==> src/rtl/imem_loader_pkg.sv <==
// Shared types and constants for the instruction-memory image loader.
package imem_loader_pkg;

    typedef enum logic [2:0] {
        S_IDLE,
        S_LEN_LO,
        S_LEN_HI,
        S_DATA,
        S_DRAIN,
        S_DONE,
        S_ERR
    } state_t;

    localparam int unsigned LEN_BYTES      = 2;
    localparam int unsigned BYTES_PER_WORD = 4;
    localparam int unsigned WCOUNT_W       = 8 * LEN_BYTES;
    localparam int unsigned CNT_W          = $clog2(BYTES_PER_WORD);

endpackage

==> src/rtl/imem_loader_byte_packer.sv <==
// Little-endian byte packer: the first byte of a word ends up in word[7:0].
module byte_packer
    import imem_loader_pkg::*;
(
    input  logic                          clk,
    input  logic                          rst_n,
    input  logic                          clear,
    input  logic                          shift_en,
    input  logic [7:0]                    byte_in,
    output logic [8*BYTES_PER_WORD-1:0]   word,
    output logic                          word_complete
);

    logic [CNT_W-1:0] cnt;

    // High on the shift that brings in the last byte; word holds the result next cycle.
    assign word_complete = shift_en && (cnt == CNT_W'(BYTES_PER_WORD - 1));

    always_ff @(posedge clk or negedge rst_n) begin
        if (!rst_n) begin
            word <= '0;
            cnt  <= '0;
        end else if (clear) begin
            cnt  <= '0;
        end else if (shift_en) begin
            word <= {byte_in, word[8*BYTES_PER_WORD-1:8]};
            cnt  <= cnt + CNT_W'(1);
        end
    end

endmodule

==> src/rtl/imem_loader.sv <==
// Receives a length-prefixed byte stream and writes it word by word into the
// instruction memory, holding the CPU in reset until the image is committed.
module imem_loader
    import imem_loader_pkg::*;
#(
    parameter int unsigned                ADDRESS_WIDTH = 32,
    parameter int unsigned                DATA_WIDTH    = 32,
    parameter logic [ADDRESS_WIDTH-1:0]   BASE_ADDR     = '0,
    parameter int unsigned                MAX_WORDS     = 1024
) (
    input  logic                     clk,
    input  logic                     rst_n,
    input  logic                     start,
    input  logic [7:0]               byte_in,
    input  logic                     byte_valid,
    output logic                     byte_ready,
    output logic                     wr_en,
    output logic [ADDRESS_WIDTH-1:0] wr_addr,
    output logic [DATA_WIDTH-1:0]    wr_data,
    output logic                     busy,
    output logic                     done,
    output logic                     err,
    output logic                     cpu_hold
);

    state_t              state;
    logic [WCOUNT_W-1:0] len;
    logic [WCOUNT_W-1:0] idx;
    logic [WCOUNT_W-1:0] n_full;
    logic                xfer;
    logic                pk_clear;
    logic                pk_shift;
    logic                word_complete;
    logic [DATA_WIDTH-1:0] pk_word;

    assign xfer     = byte_valid && byte_ready;
    assign n_full   = {byte_in, len[7:0]};
    assign pk_clear = start && (state == S_IDLE || state == S_DONE || state == S_ERR);
    assign pk_shift = xfer && (state == S_DATA);
    assign wr_data  = pk_word;

    byte_packer u_packer (
        .clk           (clk),
        .rst_n         (rst_n),
        .clear         (pk_clear),
        .shift_en      (pk_shift),
        .byte_in       (byte_in),
        .word          (pk_word),
        .word_complete (word_complete)
    );

    always_ff @(posedge clk or negedge rst_n) begin
        if (!rst_n) begin
            state      <= S_IDLE;
            len        <= '0;
            idx        <= '0;
            wr_en      <= 1'b0;
            wr_addr    <= BASE_ADDR;
            byte_ready <= 1'b0;
            busy       <= 1'b0;
            done       <= 1'b0;
            err        <= 1'b0;
            cpu_hold   <= 1'b1;
        end else begin
            wr_en <= 1'b0;
            unique case (state)
                S_IDLE, S_DONE, S_ERR: begin
                    if (start) begin
                        state      <= S_LEN_LO;
                        idx        <= '0;
                        byte_ready <= 1'b1;
                        busy       <= 1'b1;
                        done       <= 1'b0;
                        err        <= 1'b0;
                        cpu_hold   <= 1'b1;
                    end
                end
                S_LEN_LO: begin
                    if (xfer) begin
                        len[7:0] <= byte_in;
                        state    <= S_LEN_HI;
                    end
                end
                S_LEN_HI: begin
                    if (xfer) begin
                        len[15:8] <= byte_in;
                        if (n_full == '0) begin
                            state      <= S_DONE;
                            byte_ready <= 1'b0;
                            busy       <= 1'b0;
                            done       <= 1'b1;
                            cpu_hold   <= 1'b0;
                        end else if (32'(n_full) > MAX_WORDS) begin
                            state      <= S_ERR;
                            byte_ready <= 1'b0;
                            busy       <= 1'b0;
                            err        <= 1'b1;
                        end else begin
                            state <= S_DATA;
                        end
                    end
                end
                S_DATA: begin
                    // idx advances with the write; stop accepting once the last word is in.
                    if (word_complete) begin
                        wr_en   <= 1'b1;
                        wr_addr <= BASE_ADDR + ADDRESS_WIDTH'({idx, 2'b00});
                        idx     <= idx + WCOUNT_W'(1);
                        if (idx == len - WCOUNT_W'(1))
                            byte_ready <= 1'b0;
                    end
                    if (wr_en && idx == len)
                        state <= S_DRAIN;
                end
                S_DRAIN: begin
                    state    <= S_DONE;
                    busy     <= 1'b0;
                    done     <= 1'b1;
                    cpu_hold <= 1'b0;
                end
                default: state <= S_IDLE;
            endcase
        end
    end

endmodule

==> config.mk <==
export PLATFORM = sky130hd
export DESIGN_NAME = imem_loader
export DESIGN_NICKNAME = d
export VERILOG_FILES = /design/src/rtl/imem_loader_pkg.sv /design/src/rtl/imem_loader_byte_packer.sv /design/src/rtl/imem_loader.sv
export SDC_FILE = /design/constraint.sdc
export NUM_CORES = 1
export LEC_CHECK = 0
export ABC_CLOCK_PERIOD_IN_PS = 2900
export CAP_MARGIN = 30
export CORE_MARGIN = 10
export CORE_UTILIZATION = 42
export DETAILED_ROUTE_END_ITERATION = 10
export PLACE_DENSITY = 0.66
export REMOVE_ABC_BUFFERS = 1
export SLEW_MARGIN = 20
export SYNTH_ARGS = -nofsm -noshare
export SYNTH_HDL_FRONTEND = slang
export SYNTH_SLANG_ARGS = --single-unit
==> constraint.sdc <==
create_clock -name clk -period 2.9 [get_ports clk]
set_input_delay 0.58 -clock clk [delete_from_list [all_inputs] [get_ports clk]]
set_output_delay 0.58 -clock clk [all_outputs]
set_load 0.03 [all_outputs]
==> flow_summary.json, run 1 <==
{
  "clock_path_buffers": 2,
  "switching_share": 0.413,
  "holdWs_ns": 0.198,
  "fin_area_sq_mm": 0.00564,
  "synth_edf_count": 0,
  "numCtsBuffers": 9,
  "ys.flop_type": "dfrtp_1",
  "final.period_utilization": 0.932,
  "yosys_warnings": 0,
  "num_rows": 38,
  "cp-end-kind": "flop",
  "wire_per_inst_microns": 16.0,
  "cts-hold-fix-buffers": 0,
  "start_util": 0.430,
  "dr.pass1.iters": 4,
  "fillers": 1027,
  "core_sq_mm": 0.0109,
  "post-dp-hpwl_mm": 8.01,
  "worst_ep_arrival_time_ns": 2.97,
  "cts_tree": "done",
  "num_io_pins": 82,
  "max_slew_margin": 0.449,
  "cp-start-kind": "flop",
  "min-delay-path-class": "in -> async",
  "vias": 3422,
  "clk_pin_slew_ns": 0.09,
  "power.share.sequential": 0.377,
  "drtAntennaViolNets": 0,
  "yosysSeqAreaShare": 0.487,
  "vias_per_cell": 5.15,
  "maxCapViolations": 0,
  "grt_pass1_wl_mm": 18.0,
  "clk_latency_ns": 0.37,
  "tns_ns": 0,
  "clockPowerShare": 0.156,
  "initialDrtViolationCount": 208,
  "status": "complete, no violations",
  "finalWorstSetupSlack_ns": 0.198,
  "grt_pass1_vias": 3496,
  "die_x_microns": 126,
  "p_per_area_mw_per_mm2": 1010,
  "path_buf_inv": 0,
  "stdcell_count": 664,
  "place_area_sq_mm": 0.00543,
  "setup_viol": 0,
  "period_needed_ns": 2.70,
  "grt_util_all_layers": 0.137,
  "die_height_microns": 126,
  "synth_area_sq_mm": 0.00468,
  "fmax_mhz": 370,
  "path_class": "reg -> reg",
  "max_slew.worst_pin.slew_ns": 0.805,
  "p_leak_nw": 2.54,
  "intPower_w": 0.00336,
  "syn_inst": 458,
  "route.detailed.drc": 0,
  "ir_drop_mv": 0.754,
  "p_comb_frac": 0.466,
  "ys_types": 57,
  "net-switching-power_w": 0.00236,
  "diodes": 0,
  "gp_congestion": 0.930,
  "h-tree-depth": 3,
  "hold_viol_final": 0,
  "post_cts_buffers": 0,
  "cp_slowest_cell": "a2111oi_0",
  "grt_max_degree": 49,
  "cp.required_ns": 3.17,
  "syn_to_final_growth_pct": 20.4,
  "cp_slowest_stage_delay_ns": 0.73,
  "rsz0062_at_grt": "false",
  "gr-total-overflow": 0,
  "dieArea_sq_mm": 0.0158,
  "synth-async-reset-ratio": 1.00,
  "root_buffer": "clkbuf_8",
  "worstPathMaxFanout": 9,
  "drt-total-wl_mm": 10.6,
  "antenna_found_initial": 0,
  "crit_chain": "nor4_4 -> nand4b_1 -> xnor2_1 -> a2111oi_0 -> nand4_1 -> o21a_1",
  "critPathTopFamily": "simple AND/OR/NAND/NOR gates",
  "slew_violations": 0,
  "r2r_slack_ns": 0.20,
  "cts.repair.resized": 0,
  "syn_area_per_cell_sq_um": 10.2,
  "cts_sinks": 91,
  "synth_seq_cells": 91,
  "skew_ns": 0.0142,
  "place_ws_ns": 0.162,
  "io_buffers": 65,
  "placed_cells": 648,
  "fin_nets": 535,
  "drive_above_1_share": 0.160
}
[cells by family (layout without fill, tap and decap cells)]
logic type | Yosys count | count (layout) | synth area share
buffers and inverters | 55 | 106 | 0.0598
and+or+nand+nor | 158 | 158 | 0.166
other | 1 | 16 | 0.000801
muxes | 47 | 47 | 0.113
adders and majority gates | 4 | 4 | 0.0107
DFF | 91 | 91 | 0.487
xor gates and xnor gates | 44 | 44 | 0.0823
AOI/OAI and AO/OA | 58 | 58 | 0.0812
[per-stage QoR]
| stage | util | total power (W) |
|---|---|---|
| after floorplan | - | 0.00384 |
| after detailed placement | 0.499 | 0.00488 |
| after global routing | 0.518 | 0.00610 |
| final | 0.518 | 0.00572 |
| after CTS | 0.518 | 0.00578 |
| after global placement | 0.499 | 0.00481 |
[cell type report]
cell class	instances	area, sq um	area share
sequential	91	2280	0.404
multi-input combinational	327	2180	0.387
timing repair buffer	76	743	0.132
tap	140	175	0.0311
clock buffer	10	138	0.0244
clock inverter	6	70.1	0.0124
inverter	14	52.6	0.00932
[power groups by stage]
| stage | sequential (W) | clock [W] | combinational (W) |
|---|---|---|---|
| floorplan | 0.00261 | 0 | 0.00123 |
| global placement | 0.00217 | 0 | 0.00264 |
| detailed placement | 0.00219 | 0 | 0.00269 |
| CTS | 0.00216 | 0.000926 | 0.00269 |
| global route | 0.00223 | 0.000978 | 0.00289 |
| finish | 0.00216 | 0.000895 | 0.00267 |
[layout by cell type, fill, tap and decap left out, types with 11 or more instances in the layout]
cell	n
clkdlybuf4s50_1	64
xnor2_1	16
conb_1	16
o21ai_0	17
mux2_2	46
xor2_1	28
buf_4	11
nor2_1	27
inv_1	12
a21oi_1	14
dfrtp_1	90
nand2_1	72
[registers in the layout, indices dropped and copies added (netlist names)]
signal,flops
wr_addr,16
err,1
cpu_hold,1
done,1
u_packer.word,32
wr_en,1
idx,16
busy,1
byte_ready,1
len,16
u_packer.cnt,2
state,3
[final timing paths]
kind / startpoint / endpoint / cells past startpoint
setup / recovery: len[2]$_DFFE_PN0P_ / byte_ready$_DFFE_PN0P_ / 6
hold / removal: rst_n / u_packer.word[4]$_DFFE_PN0P_ / 1
setup reg to reg: len[2]$_DFFE_PN0P_ / byte_ready$_DFFE_PN0P_ / 6
hold reg to reg: wr_addr[4]$_DFFE_PN0P_ / wr_addr[4]$_DFFE_PN0P_ / 2
max in group asynchronous: rst_n / cpu_hold$_DFFE_PN1P_ / 2
min in group clk: wr_addr[4]$_DFFE_PN0P_ / wr_addr[4]$_DFFE_PN0P_ / 2
[cells in the mapped netlist, types with 6 or more instances]
master,count,area share
a21oi_1,14,0.015
and3_1,7,0.0094
buf_4,18,0.029
clkbuf_1,18,0.014
dfrtp_1,90,0.48
inv_1,12,0.0096
mux2_2,46,0.11
nand2_1,72,0.058
nand3_1,10,0.011
nand4_1,6,0.0080
nor2_1,27,0.022
nor4_1,7,0.0094
o21ai_0,17,0.018
xnor2_1,16,0.030
xor2_1,28,0.052
[worst register-to-register path: stages (launching register included)]
cell and delay [ns]:
dfrtp_1 0.52, nor4_4 0.55, nand4b_1 0.19, xnor2_1 0.17, a2111oi_0 0.73, nand4_1 0.22
o21a_1 0.22
[per-layer routing]
layer  vias up  wire (microns)  GRT usage
li1       1654               -          -
met3        11             488     0.0342
met2        79            5230      0.219
met4         0             153     0.0481
met5         -               0          0
met1      1678            4750      0.176
Power figures use the tool's default switching activity.
==> run 2, diff against run 1 <==
CORE_MARGIN = default   (was 10)
==> flow_summary.json, run 2 (synthesis results as in run 1) <==
{
  "io_buffers": 65,
  "numCtsBuffers": 9,
  "worstPathMaxFanout": 9,
  "max_slew_margin": 0.593,
  "num_rows": 38,
  "finish.utilization": 0.517,
  "h-tree-depth": 3,
  "maxCapViolations": 0,
  "dieArea_sq_mm": 0.0116,
  "ir_drop_mv": 0.548,
  "fillers": 1012,
  "hold_viol_final": 0,
  "gr-total-overflow": 0,
  "min-delay-path-class": "in -> async",
  "max_slew.worst_pin.slew_ns": 0.595,
  "initialDrtViolationCount": 164,
  "largest_reg_flops": 32,
  "grt_util_all_layers": 0.187,
  "dr.pass1.iters": 4,
  "route.detailed.drc": 0,
  "drtAntennaViolNets": 0,
  "gp_congestion": 0.912,
  "fmax_mhz": 405,
  "setup_viol": 0,
  "cts_sinks": 91,
  "period_needed_ns": 2.47,
  "max_flop_register": "u_packer.word",
  "slew_violations": 0,
  "die_x_microns": 108,
  "vias": 3449,
  "critPathTopFamily": "simple AND/OR/NAND/NOR gates",
  "cp_slowest_stage_delay_ns": 0.59,
  "vias_per_cell": 5.20,
  "crit_chain": "nor4_4 -> nand4b_1 -> xnor2_1 -> a2111oi_0 -> nand4_1 -> o21a_1",
  "clk_latency_ns": 0.35,
  "layout_commonest_cell": "dfrtp_1",
  "worst_ep_arrival_time_ns": 2.72,
  "grt_max_degree": 80,
  "wire_per_inst_microns": 15.0,
  "finalWorstSetupSlack_ns": 0.429,
  "num_io_pins": 82,
  "placed_cells": 648,
  "root_buffer": "clkbuf_8",
  "clk_pin_slew_ns": 0.08,
  "cp.required_ns": 3.15,
  "final.period_utilization": 0.852,
  "place_ws_ns": 0.167,
  "grt_pass1_vias": 3443,
  "die_height_microns": 108,
  "cts_tree": "done",
  "stdcell_count": 663,
  "clock_path_buffers": 2,
  "diodes": 0,
  "core_sq_mm": 0.0108,
  "fin_nets": 536,
  "antenna_found_initial": 0,
  "drive_above_1_share": 0.159,
  "cts.repair.resized": 0,
  "skew_ns": 0.00622,
  "path_buf_inv": 0,
  "start_util": 0.432,
  "path_class": "reg -> reg",
  "rsz0062_at_grt": "false",
  "drt-total-wl_mm": 9.93,
  "tns_ns": 0,
  "p_per_area_mw_per_mm2": 995,
  "cp_slowest_cell": "nor4_4",
  "cp-start-kind": "flop",
  "cp-end-kind": "flop",
  "post_cts_buffers": 0,
  "p_leak_nw": 2.53,
  "syn_to_final_growth_pct": 19.7,
  "post-dp-hpwl_mm": 7.09,
  "cts-hold-fix-buffers": 0,
  "status": "complete, no violations",
  "grt_pass1_wl_mm": 16.8,
  "final_cell_mix": "90 x dfrtp_1, 72 x nand2_1, 64 x clkdlybuf4s50_1"
}
run 2: cell count changes in the layout (fill, tap and decap cells not counted):
| cell | change |
|---|---|
| buf_4 | +1 |
| bufinv_16 | -1 |
| clkbuf_8 | +1 |
| clkinv_2 | +2 |
| clkinv_4 | -2 |
| inv_6 | -2 |
run 2: metrics by stage:
stage	total power, W	cell area [sq um]	hold slack, ns
2_1_floorplan	0.00384	4510	0.284
3_3_place_gp	0.00477	5420	0.465
4_1_cts	0.00561	5580	0.416
6_report	0.00558	5600	0.177
5_1_grt	0.00594	5600	0.193
3_5_place_dp	0.00484	5420	0.467
run 2: final timing paths:
path	startpoint	endpoint	slack, ns	cells past startpoint
setup / recovery	len[7]$_DFFE_PN0P_	byte_ready$_DFFE_PN0P_	0.43	6
hold / removal	rst_n	u_packer.word[9]$_DFFE_PN0P_	0.18	1
setup reg to reg	len[7]$_DFFE_PN0P_	byte_ready$_DFFE_PN0P_	0.43	6
hold reg to reg	wr_addr[3]$_DFFE_PN0P_	wr_addr[3]$_DFFE_PN0P_	0.48	2
max in group asynchronous	rst_n	cpu_hold$_DFFE_PN1P_	2.08	2
min in group clk	wr_addr[3]$_DFFE_PN0P_	wr_addr[3]$_DFFE_PN0P_	0.48	2
run 2: report_power, final:
group | leakage, nW | internal [W] | switching (W) | total (W)
sequential | 1.16 | 0.00169 | 0.000463 | 0.00215
combinational | 1.28 | 0.00124 | 0.00142 | 0.00266
clock | 0.0908 | 0.000345 | 0.000416 | 0.000761
total | 2.53 | 0.00328 | 0.00230 | 0.00558
run 2: layout make-up:
cell class,count,area [sq um],share of cell area
Tap cell,140,175,0.0313
Clock inverter,3,15.0,0.00268
Inverter,14,52.6,0.00938
Timing Repair Buffer,77,751,0.134
Clock buffer,11,151,0.0270
Sequential cell,91,2280,0.407
Multi-Input combinational cell,327,2180,0.389
run 2: layer usage:
layer | track usage | vias up | routed length, microns
met2 | 0.313 | 79 | 4940
met1 | 0.239 | 1698 | 4500
met5 | 0 | - | 0
met4 | 0.0685 | 0 | 137
li1 | - | 1665 | -
met3 | 0.0387 | 7 | 359
==> run 3, diff against run 2 <==
ABC_CLOCK_PERIOD_IN_PS = 3050   (was 2900)
CAP_MARGIN = default   (was 30)
PLACE_DENSITY = 0.65   (was 0.66)
SYNTH_HIERARCHICAL = 1   (was default)
clock period = 3.05 ns   (was 2.9 ns; I/O delays follow)
==> flow_summary.json, run 3 <==
{
  "hold_viol_final": 0,
  "final_cell_mix": "90 x dfrtp_1, 67 x nand2_1, 64 x clkdlybuf4s50_1",
  "drt-total-wl_mm": 10.5,
  "cts-hold-fix-buffers": 0,
  "vias_per_cell": 5.16,
  "r2r_slack_ns": 0.41,
  "max_slew.worst_pin.slew_ns": 0.625,
  "synth_area_sq_mm": 0.00489,
  "synth_seq_cells": 91,
  "h-tree-depth": 3,
  "post-dp-hpwl_mm": 7.36,
  "cts_tree": "done",
  "cts_sinks": 91,
  "layout_commonest_cell": "dfrtp_1",
  "rsz0062_at_grt": "false",
  "syn_to_final_growth_pct": 20.1,
  "numCtsBuffers": 9,
  "num_io_pins": 82,
  "initialDrtViolationCount": 165,
  "clk_latency_ns": 0.35,
  "cp.required_ns": 3.27,
  "ys_types": 63,
  "fin_nets": 531,
  "syn_inst": 456,
  "drive_above_1_share": 0.167,
  "p_per_area_mw_per_mm2": 943,
  "die_x_microns": 110,
  "synth_top_area_cell": "dfrtp_1",
  "slew_violations": 0,
  "vias": 3422,
  "dr.pass1.iters": 4,
  "status": "complete, no violations",
  "dieArea_sq_mm": 0.0121,
  "worst_ep_arrival_time_ns": 2.86,
  "final.period_utilization": 0.864,
  "wire_per_inst_microns": 15.9,
  "worstPathMaxFanout": 8,
  "synth_most_common_cell": "dfrtp_1",
  "yosysSeqAreaShare": 0.466,
  "ys.flop_type": "dfrtp_1",
  "core_sq_mm": 0.0114,
  "cp-end-kind": "flop",
  "synth_edf_count": 0,
  "largest_reg_flops": 32,
  "path_class": "reg -> reg",
  "fmax_mhz": 379,
  "num_rows": 39,
  "gr-total-overflow": 0,
  "clk_pin_slew_ns": 0.07,
  "synth_top_area_frac": 0.461,
  "drtAntennaViolNets": 0,
  "syn_area_per_cell_sq_um": 10.7,
  "tns_ns": 0,
  "setup_viol": 0,
  "gp_congestion": 0.842,
  "route.detailed.drc": 0,
  "die_height_microns": 110,
  "ir_drop_mv": 0.523,
  "period_needed_ns": 2.64,
  "max_flop_register": "u_packer/word",
  "synth-async-reset-ratio": 1.00,
  "max_slew_margin": 0.582,
  "grt_max_degree": 92,
  "place_ws_ns": 0.267,
  "io_buffers": 65,
  "grt_pass1_wl_mm": 17.0,
  "antenna_found_initial": 0,
  "synth.top_cells.by_count": "90 x dfrtp_1, 67 x nand2_1, 30 x mux2_4",
  "grt_pass1_vias": 3352,
  "grt_util_all_layers": 0.187,
  "skew_ns": 0.00795,
  "post_cts_buffers": 0,
  "finalWorstSetupSlack_ns": 0.414,
  "yosys_warnings": 6,
  "min-delay-path-class": "in -> async",
  "p_leak_nw": 2.58,
  "clock_path_buffers": 2,
  "cp-start-kind": "flop",
  "start_util": 0.430,
  "maxCapViolations": 0,
  "diodes": 0,
  "root_buffer": "clkbuf_16",
  "cts.repair.resized": 0,
  "synth_area_leaders": "dfrtp_1 46%, mux2_4 9.2%, nand2_1 5.1%"
}
## run 3: area by class of cell
class | count | area (sq um)
clock buffer | 9 | 225
timing repair buffer | 79 | 778
inverter | 10 | 37.5
tap | 143 | 179
clock inverter | 7 | 87.6
fill | 1019 | 5500
sequential | 91 | 2280
multi-input combinational | 324 | 2280
## run 3: cells by family after synthesis
group,count (synthesis),synth area share
other,1,0.000768
adders and majority gates,4,0.0102
and+or+nand+nor,163,0.165
DFF,91,0.466
muxes,47,0.131
xor gates and xnor gates,38,0.0681
buffers and inverters,56,0.0784
AOI/OAI and AO/OA,56,0.0807
## run 3: metrics by stage
step | hold slack [ns] | std cells | power [W] | util | cell area, sq um
2_1_floorplan | 0.314 | 425 | 0.00349 | - | 4600
3_3_place_gp | 0.467 | 647 | 0.00433 | 0.489 | 5550
5_1_grt | 0.343 | 663 | 0.00586 | 0.516 | 5870
3_5_place_dp | 0.462 | 647 | 0.00437 | 0.489 | 5550
6_report | 0.310 | 663 | 0.00553 | 0.516 | 5870
4_1_cts | 0.332 | 663 | 0.00557 | 0.516 | 5870
## run 3: final timing paths
path                                              from                           end  depth (start not counted)
worst max-delay path                len[0]$_DFFE_PN0P_        byte_ready$_DFFE_PN0P_                          8
worst min-delay path                             rst_n  u_packer/word[2]$_DFFE_PN0P_                          2
worst max register to register      len[0]$_DFFE_PN0P_        byte_ready$_DFFE_PN0P_                          8
worst min register to register  wr_addr[8]$_DFFE_PN0P_        wr_addr[8]$_DFFE_PN0P_                          2
max in group asynchronous                        rst_n          cpu_hold$_DFFE_PN1P_                          2
min in group clk                wr_addr[8]$_DFFE_PN0P_        wr_addr[8]$_DFFE_PN0P_                          2
## run 3: routing by layer
metal / vias up / GRT usage / part of all wire
met2: 87 / 0.292 / 0.46
met4: 0 / 0.0733 / 0.012
met3: 10 / 0.0308 / 0.040
met5: - / 0 / 0
met1: 1646 / 0.260 / 0.48
li1: 1679 / - / -
## run 3: worst max-delay path, stage by stage (launching register included)
cell and delay [ns]:
dfrtp_1 0.43, inv_1 0.16, ha_1 0.34, nor3b_1 0.52, nand3_1 0.15, a211oi_1 0.32
nand4b_1 0.16, nor4_2 0.36, o21ai_1 0.09
## run 3: where the power goes
part	internal (W)	total (W)	switching [W]
logic	0.00114	0.00241	0.00127
registers	0.00155	0.00195	0.000399
clock network	0.000658	0.00117	0.000516
